**src/rtl/risc_multicycle_ctrl.sv**
```systemverilog
`default_nettype none
// +----------------------------------------------------------------------------+
// | Module      : risc_multicycle_ctrl                                         |
// | Description : Multi-cycle control sequencer for the KGP-RISC core. Steps   |
// |               each instruction through FETCH/DECODE/EXEC/MEM/WB. Data      |
// |               memory waits are bounded by MEM_TIMEOUT.                     |
// |               Optional macro ILLEGAL_TRAP_EN: invalid opcodes trap to HALT |
// |               (left only by reset) instead of retiring as a NOP.           |
// | Revision    : 1.0 - initial release                                        |
// +----------------------------------------------------------------------------+
module risc_multicycle_ctrl #(
  parameter int unsigned MEM_TIMEOUT = 15,
  parameter int unsigned TW          = 8
) (
  input  logic       clk_i,
  input  logic       rst_ni,
  input  logic       run_i,
  input  logic       imem_ack_i,
  input  logic       dmem_ack_i,
  input  logic [3:0] opcode_i,
  input  logic [3:0] fcode_i,
  input  logic       br_cond_i,
  output logic       imem_req_o,
  output logic       ir_write_o,
  output logic       alu_src_imm_o,
  output logic       dmem_req_o,
  output logic       dmem_we_o,
  output logic       reg_write_o,
  output logic       pc_write_o,
  output logic       pc_sel_target_o,
  output logic       retire_o,
  output logic       mem_err_o,
  output logic       busy_o
);

  typedef enum logic [2:0] {
    S_IDLE   = 3'd0,
    S_FETCH  = 3'd1,
    S_DECODE = 3'd2,
    S_EXEC   = 3'd3,
    S_MEM    = 3'd4,
    S_WB     = 3'd5,
    S_HALT   = 3'd6
  } state_t;

  localparam logic [3:0] OP_R    = 4'h0;
  localparam logic [3:0] OP_IMM  = 4'h1;
  localparam logic [3:0] OP_LDST = 4'h2;
  localparam logic [3:0] OP_BR   = 4'h4;

  // Counter value seen on the last permitted MEM cycle.
  localparam logic [TW-1:0] TIMEOUT_LAST = TW'(MEM_TIMEOUT - 1);

  state_t        state_q, state_d;
  logic [3:0]    op_q, op_d;
  logic [1:0]    fsel_q, fsel_d;   // only fCode[1:0] select load/store
  logic [TW-1:0] cnt_q, cnt_d;
  logic          w_retire;
  logic          w_is_store;

  // Upper fCode bits select ALU functions in the datapath, not sequencing.
  logic unused_fcode_hi;
  assign unused_fcode_hi = ^fcode_i[3:2];

  assign w_is_store = (fsel_q == 2'b01);

`ifdef ILLEGAL_TRAP_EN
  logic illegal_q;

  // Sticky illegal-instruction flag; only reset clears it.
  always_ff @(posedge clk_i or negedge rst_ni) begin
    if (!rst_ni) begin
      illegal_q <= 1'b0;
    end else if ((state_q == S_DECODE) && (opcode_i > OP_BR)) begin
      illegal_q <= 1'b1;
    end
  end
`endif

  // State, latched instruction fields and MEM wait counter.
  always_ff @(posedge clk_i or negedge rst_ni) begin
    if (!rst_ni) begin
      state_q <= S_IDLE;
      op_q    <= 4'h0;
      fsel_q  <= 2'b00;
      cnt_q   <= '0;
    end else begin
      state_q <= state_d;
      op_q    <= op_d;
      fsel_q  <= fsel_d;
      cnt_q   <= cnt_d;
    end
  end

  // Next-state and control outputs; every retire also updates the PC.
  always_comb begin
    state_d         = state_q;
    op_d            = op_q;
    fsel_d          = fsel_q;
    cnt_d           = cnt_q;
    w_retire        = 1'b0;
    imem_req_o      = 1'b0;
    ir_write_o      = 1'b0;
    alu_src_imm_o   = 1'b0;
    dmem_req_o      = 1'b0;
    dmem_we_o       = 1'b0;
    reg_write_o     = 1'b0;
    pc_write_o      = 1'b0;
    pc_sel_target_o = 1'b0;
    retire_o        = 1'b0;
    mem_err_o       = 1'b0;
    busy_o          = (state_q != S_IDLE) && (state_q != S_HALT);

    case (state_q)
      S_IDLE: begin
        if (run_i) state_d = S_FETCH;
      end
      S_FETCH: begin
        imem_req_o = 1'b1;
        if (imem_ack_i) begin
          ir_write_o = 1'b1;
          state_d    = S_DECODE;
        end
      end
      S_DECODE: begin
        op_d   = opcode_i;
        fsel_d = fcode_i[1:0];
        if (opcode_i <= OP_BR) begin
          state_d = S_EXEC;
        end else begin
`ifdef ILLEGAL_TRAP_EN
          state_d = S_HALT;
`else
          // Retires through WB as a NOP; WB suppresses reg_write for it.
          state_d = S_WB;
`endif
        end
      end
      S_EXEC: begin
        alu_src_imm_o = (op_q == OP_IMM) || (op_q == OP_LDST);
        case (op_q)
          OP_R, OP_IMM: state_d = S_WB;
          OP_LDST: begin
            state_d = S_MEM;
            cnt_d   = '0;
          end
          default: begin
            // Branches resolve and retire here.
            w_retire        = 1'b1;
            pc_sel_target_o = (op_q == OP_BR) ? 1'b1 : br_cond_i;
          end
        endcase
      end
      S_MEM: begin
        dmem_req_o = 1'b1;
        dmem_we_o  = w_is_store;
        if (dmem_ack_i) begin
          // An ack on the final allowed cycle still wins over the timeout.
          if (w_is_store) w_retire = 1'b1;
          else            state_d  = S_WB;
        end else if (cnt_q == TIMEOUT_LAST) begin
          mem_err_o = 1'b1;
          w_retire  = 1'b1;
        end else begin
          cnt_d = cnt_q + TW'(1);
        end
      end
      S_WB: begin
        reg_write_o = (op_q <= OP_LDST);
        w_retire    = 1'b1;
      end
      S_HALT: begin
        state_d = S_HALT;
      end
      default: begin
        state_d = S_IDLE;
      end
    endcase

    if (w_retire) begin
      pc_write_o = 1'b1;
      retire_o   = 1'b1;
      state_d    = run_i ? S_FETCH : S_IDLE;
    end

`ifdef ILLEGAL_TRAP_EN
    if (illegal_q) state_d = S_HALT;
`endif
  end

endmodule
`default_nettype wire

```
**config.mk**
```make
export PLATFORM = sky130hd
export DESIGN_NAME = risc_multicycle_ctrl
export DESIGN_NICKNAME = d
export VERILOG_FILES = /design/src/rtl/risc_multicycle_ctrl.sv
export SDC_FILE = /design/constraint.sdc
export NUM_CORES = 1
export LEC_CHECK = 0
export ABC_AREA = 1
export CORE_ASPECT_RATIO = 0.8
export CORE_UTILIZATION = 50
export CTS_CLUSTER_SIZE = 25
export DETAILED_ROUTE_END_ITERATION = 10
export GPL_ROUTABILITY_DRIVEN = 0
export PLACE_DENSITY = 0.82
export SLEW_MARGIN = 20
export SYNTH_ARGS = -nofsm -noshare
export SYNTH_HDL_FRONTEND = slang
export SYNTH_SLANG_ARGS = --single-unit
export TNS_END_PERCENT = 50
```
**constraint.sdc**
```tcl
create_clock -name clk_i -period 1.85 [get_ports clk_i]
set_clock_uncertainty 0.1 [all_clocks]
set_input_delay 0.185 -clock clk_i [delete_from_list [all_inputs] [get_ports clk_i]]
set_output_delay 0.185 -clock clk_i [all_outputs]
set_load 0.005 [all_outputs]
```
# ---- Yosys cells after proc, flatten, opt, wreduce, memory -nomap -nowiden
# Cells that the tools add are included.
dict set report classes {
  n_addsub 1
  n_lt_le_gt_ge 2
  n_eq_ne 21
  mux 31
  reduce_logical 10
}
# operator count
set ops {}
lappend ops {{$mux 8} 3}
lappend ops {{$pmux 3 s7} 1}
lappend ops {{$mux 1} 18}
lappend ops {{$mux 3} 6}
lappend ops {{$pmux 8 s2} 1}
lappend ops {{$ne 3x3->1 const B} 5}
lappend ops {{$eq 3x3->1 const B} 3}
lappend ops {{$add 8x1->8 const B} 1}
lappend ops {{$eq 8x4->1 const B} 1}
lappend ops {{$ne 2x2->1 const B} 4}
lappend ops {{$eq 3x2->1 const B} 2}
lappend ops {{$pmux 3 s2} 1}
lappend ops {{$reduce_and 6->1} 1}
lappend ops {{$eq 4x1->1 const B} 1}
lappend ops {{$eq 4x2->1 const B} 1}
lappend ops {{$eq 4x3->1 const B} 1}
lappend ops {{$le 4x2->1 const B} 1}
lappend ops {{$le 4x3->1 const B} 1}
lappend ops {{$logic_not 4->1} 1}
lappend ops {{$ne 4x4->1 const B} 1}
lappend ops {{$reduce_and 4->1} 1}
lappend ops {{$eq 3x1->1 const B} 1}
lappend ops {{$logic_not 3->1} 1}
lappend ops {{$pmux 1 s3} 1}
lappend ops {{7 further kinds} 7}
dict set report word_totals {
  ff_bits 17
  inputBits 14
  output_inout_bits 11
  elab_cells 69
}

# ---- Depth between registers and ports, before layout
dict set report logic_depth {
  ltp_word 6
  mapped_depth 10
  mapped_depth_nobuf 10
}

# ---- Worst setup path before layout
# No wires, ideal clock.
dict set report synth_path {
  path_kind {register to output}
  start {register cnt_q[0]}
  end {output port retire_o}
  arrival_ps 1179
  t_required_ps 1565
  path_slack_ps 386
  stages_incl_launch_ff 8
  path_buffers 1
  path_cell_list {dfrtp_1 inv_1 ha_1 nand3_1 nor2_1 nand2_1 nand4_1 buf_4}
}
dict set report synth_between {
  elab_chain_cells 5
}
# element line_no
set synth_rtl {}
lappend synth_rtl {{start, declared} 57} ;# logic [TW-1:0] cnt_q, cnt_d;
lappend synth_rtl {{start signal, assigned} 91} ;# cnt_q <= cnt_d;
lappend synth_rtl {{$eq 8x4->1} 161} ;# end else if (cnt_q == TIMEOUT_LAST) begin
lappend synth_rtl {{$mux 1} 161}
lappend synth_rtl {{$mux 1} 157} ;# if (dmem_ack_i) begin
lappend synth_rtl {{$pmux 1 s3} 114} ;# case (state_q)
lappend synth_rtl {{$mux 1} -}
lappend synth_rtl {{end, declared} 31} ;# output logic retire_o,
# No other way between the ends.

# ---- Worst setup path in the final report
dict set report layout_path {
  start {register cnt_q[0]}
  end {output port pc_write_o}
}
dict set report layout_between {
  elab_chain_cells 5
}
# element line_no
set layout_rtl {}
lappend layout_rtl {{$eq 8x4->1} 161}
lappend layout_rtl {{$mux 1} 161}
lappend layout_rtl {{$mux 1} 157}
lappend layout_rtl {{$pmux 1 s3} 114}
lappend layout_rtl {{$mux 1} 180} ;# if (w_retire) begin
lappend layout_rtl {{end, declared} 29} ;# output logic pc_write_o,
# No other way between the ends.

==> flow_metrics.py <==
metrics = {
    "place": {
        "io_buffers": 22,
        "dpl-instance-area_mm2": 0.00149,
        "post-dp-hpwl_mm": 2.15,
        "dpl.cell_count": 215,
    },
    "synthesis": {
        "synth_mux_area_frac": 0.0194,
        "synth_top_family_by_area": "simple AND/OR/NAND/NOR gates",
        "syn-instance-count": 157,
        "yosys-top-cells-area": "dfrtp_1 (37%), nand2_1 (12%), nor2_1 (8.4%)",
        "synth_seq_cells": 17,
        "netlist-cell-type-count": 27,
        "synthesis.area_mm2": 0.00116,
        "synthXorXnorAreaFrac": 0.0452,
        "synth_top_area_frac": 0.366,
        "synth-simple-area-share": 0.353,
        "synth_fa_ha_area_frac": 0.0215,
        "avgSynthCellArea_um2": 7.41,
        "synth_compound_area_frac": 0.104,
        "synth_top_area_cell": "dfrtp_1",
        "seq_area_frac_synth": 0.366,
        "syn_nets": 173,
        "yosys_warnings": 0,
    },
    "global_routing": {
        "grt_pass1_wl_mm": 4.77,
        "grt_max_degree": 18,
        "grt.overflow.total": 0,
        "track_usage": 0.252,
        "grt_pass1_vias": 1138,
        "antenna_found_initial": 0,
    },
    "cells_and_area": {
        "area_growth_pct": 40.0,
        "nets": 221,
        "finalNonFillerCells": 229,
        "final_common_cell": "nand2_1",
        "drive_gt1_frac": 0.279,
        "diodes": 0,
        "layout_common_cells": "nand2_1 (36), nor2_1 (24), buf_4 (22)",
        "fillers": 162,
        "fin_area_mm2": 0.00163,
    },
    "clock_tree": {
        "insertion_delay_ps": 300,
        "hold_buffers": 0,
        "cts_max_path_buffers": 2,
        "clkSlewWorstSetupHoldPaths_ps": 110,
        "cts_buffers": 3,
        "root_buffer": "clkbuf_4",
        "cts_tree": "built",
        "cts_sinks": 17,
        "htree_levels": 1,
    },
    "timing": {
        "tns_ps": -188,
        "slew_viol_final": 0,
        "finalHoldViolations": 0,
        "setup_viol": 2,
        "rsz0062_at_grt": "true",
        "fin_ws_ps": -98.4,
        "fmax_mhz": 513,
        "worstMarginPinSlew_ps": 325,
        "fin_crit_sh": 1.05,
        "min_period_ps": 1950,
        "slew_headroom": 0.783,
    },
    "route": {
        "drtIter0Drc": 41,
        "viasPerCell": 5.15,
        "antenna_left": 0,
        "drt_wl_total_mm": 3.00,
        "drt_pass1_iterations": 4,
        "drc": 0,
        "wire_per_inst_um": 13.1,
        "dr_total_vias": 1180,
    },
    "pwr": {
        "p_sw_frac": 0.435,
        "p_clk_frac": 0.109,
        "cellPowerDensity_mw_per_mm2": 1150,
        "power_frac_seq": 0.317,
        "cellLeakagePower_nw": 0.915,
        "p_int_mw": 1.06,
        "p_sw_mw": 0.815,
        "p_comb_frac": 0.574,
        "ir_drop_mv": 0.971,
    },
    "flow_run": {
        "maxCapViolations": 0,
    },
    "setup_path": {
        "path_class": "register to primary output",
        "path_buf_inv": 3,
        "worst-path-max-fanout": 2,
        "cpMaxStageDelayCell": "dfrtp_1",
        "worstPathCellList": "inv_2 > ha_1 > nand3_2 > nor2_2 > nand2_1 > nand4_1 > buf_4 > dlygate4sd2_1",
        "end_kind": "primary output",
        "required_ps": 1560,
        "crit_arrival_ps": 1660,
        "cp_slowest_stage_delay_ps": 370,
        "worst_setup_path_start_kind": "register",
        "critPathTopFamily": "buffers and inverters",
    },
    "floorplan": {
        "initial_core_util": 0.534,
        "die_w_um": 55.9,
        "die_area_mm2": 0.00253,
        "rows": 15,
        "ios": 25,
        "fp.coreArea_mm2": 0.00218,
        "die_y_um": 45.2,
    },
    "outcome": {
        "outcome": "complete, but fails checks",
        "failed_checks": "setup timing",
    },
    "min_path": {
        "hold_path_class": "primary input to async pin",
    },
}
==> stage by stage <==
step | power [mW] | utilization | hold slack, ps | setup slack [ps]
after floorplan | 1.16 | - | -211 | 386
after global placement | 1.50 | 0.683 | 400 | 15.2
after detailed placement | 1.54 | 0.683 | 412 | -57.7
after CTS | 1.79 | 0.720 | 92.3 | -138
after global routing | 2.00 | 0.748 | 96.3 | -177
final | 1.87 | 0.748 | 88.2 | -98.4
==> sequential cells by signal (all words and copies together), names as in the netlist <==
| name | cells |
|---|---|
| fsel_q | 2 |
| state_q | 3 |
| op_q | 4 |
| cnt_q | 8 |
==> layer usage <==
metal,global-route usage,routed length [µm],vias up
li1,-,-,592
met1,0.305,1360,560
met2,0.455,1510,24
met3,0.0602,110,4
met4,0.0878,23,0
met5,0,0,-
==> power groups by stage <==
stage          clock (mW)  sequential, mW  combinational, mW
4_1_cts             0.211           0.591              0.991
5_1_grt             0.222           0.600               1.18
6_report            0.205           0.594               1.08
3_3_place_gp            0           0.583              0.912
3_5_place_dp            0           0.593              0.943
2_1_floorplan           0           0.561              0.602
==> synth_stat cells (all sizes together) <==
| master | instances |
|---|---|
| a21boi | 1 |
| a21oi | 6 |
| a31oi | 2 |
| buf | 2 |
| clkbuf | 1 |
| dfrtp | 17 |
| ha | 2 |
| inv | 19 |
| mux2 | 2 |
| nand2 | 42 |
| nand3 | 10 |
| nand4 | 3 |
| nor2 | 30 |
| nor3 | 2 |
| o21ai | 12 |
| xor2 | 6 |
==> final cells by class <==
type | instances | area, µm² | area share
flip-flops and latches | 17 | 429 | 0.263
multi-input cells | 118 | 667 | 0.409
clock buffers | 3 | 22.5 | 0.0138
repair buffers | 46 | 398 | 0.244
well taps | 25 | 31.3 | 0.0192
inverters | 19 | 76.3 | 0.0469
clock inverters | 1 | 5.00 | 0.00307
==> path summary, 6_finish.rpt <==
kind	startpoint	cells past startpoint	to	slack, ps
hold reg to reg	fsel_q[1]	1	fsel_q[1]	430
min in group clk_i	opcode_i[0]	3	op_q[0]	370
max in group asynchronous	rst_ni	2	state_q[2]	1360
setup reg to reg	state_q[0]	7	cnt_q[2]	200
setup / recovery	cnt_q[0]	8	pc_write_o	-100
hold / removal	rst_ni	2	state_q[1]	90
==> timing repair <==
action,4_1_cts,5_1_grt
pin swaps,2,3
setup endpoints to repair,11,6
gates resized for setup,21,12
setup buffers,5,5
==> cells by family after synthesis <==
group | after synthesis
simple gates | 87
buf+inv | 22
compound gates | 21
flops | 17
xor+xnor | 6
mux | 2
fa+ha+maj | 2
No activity file was read; power rests on OpenSTA's default activity.
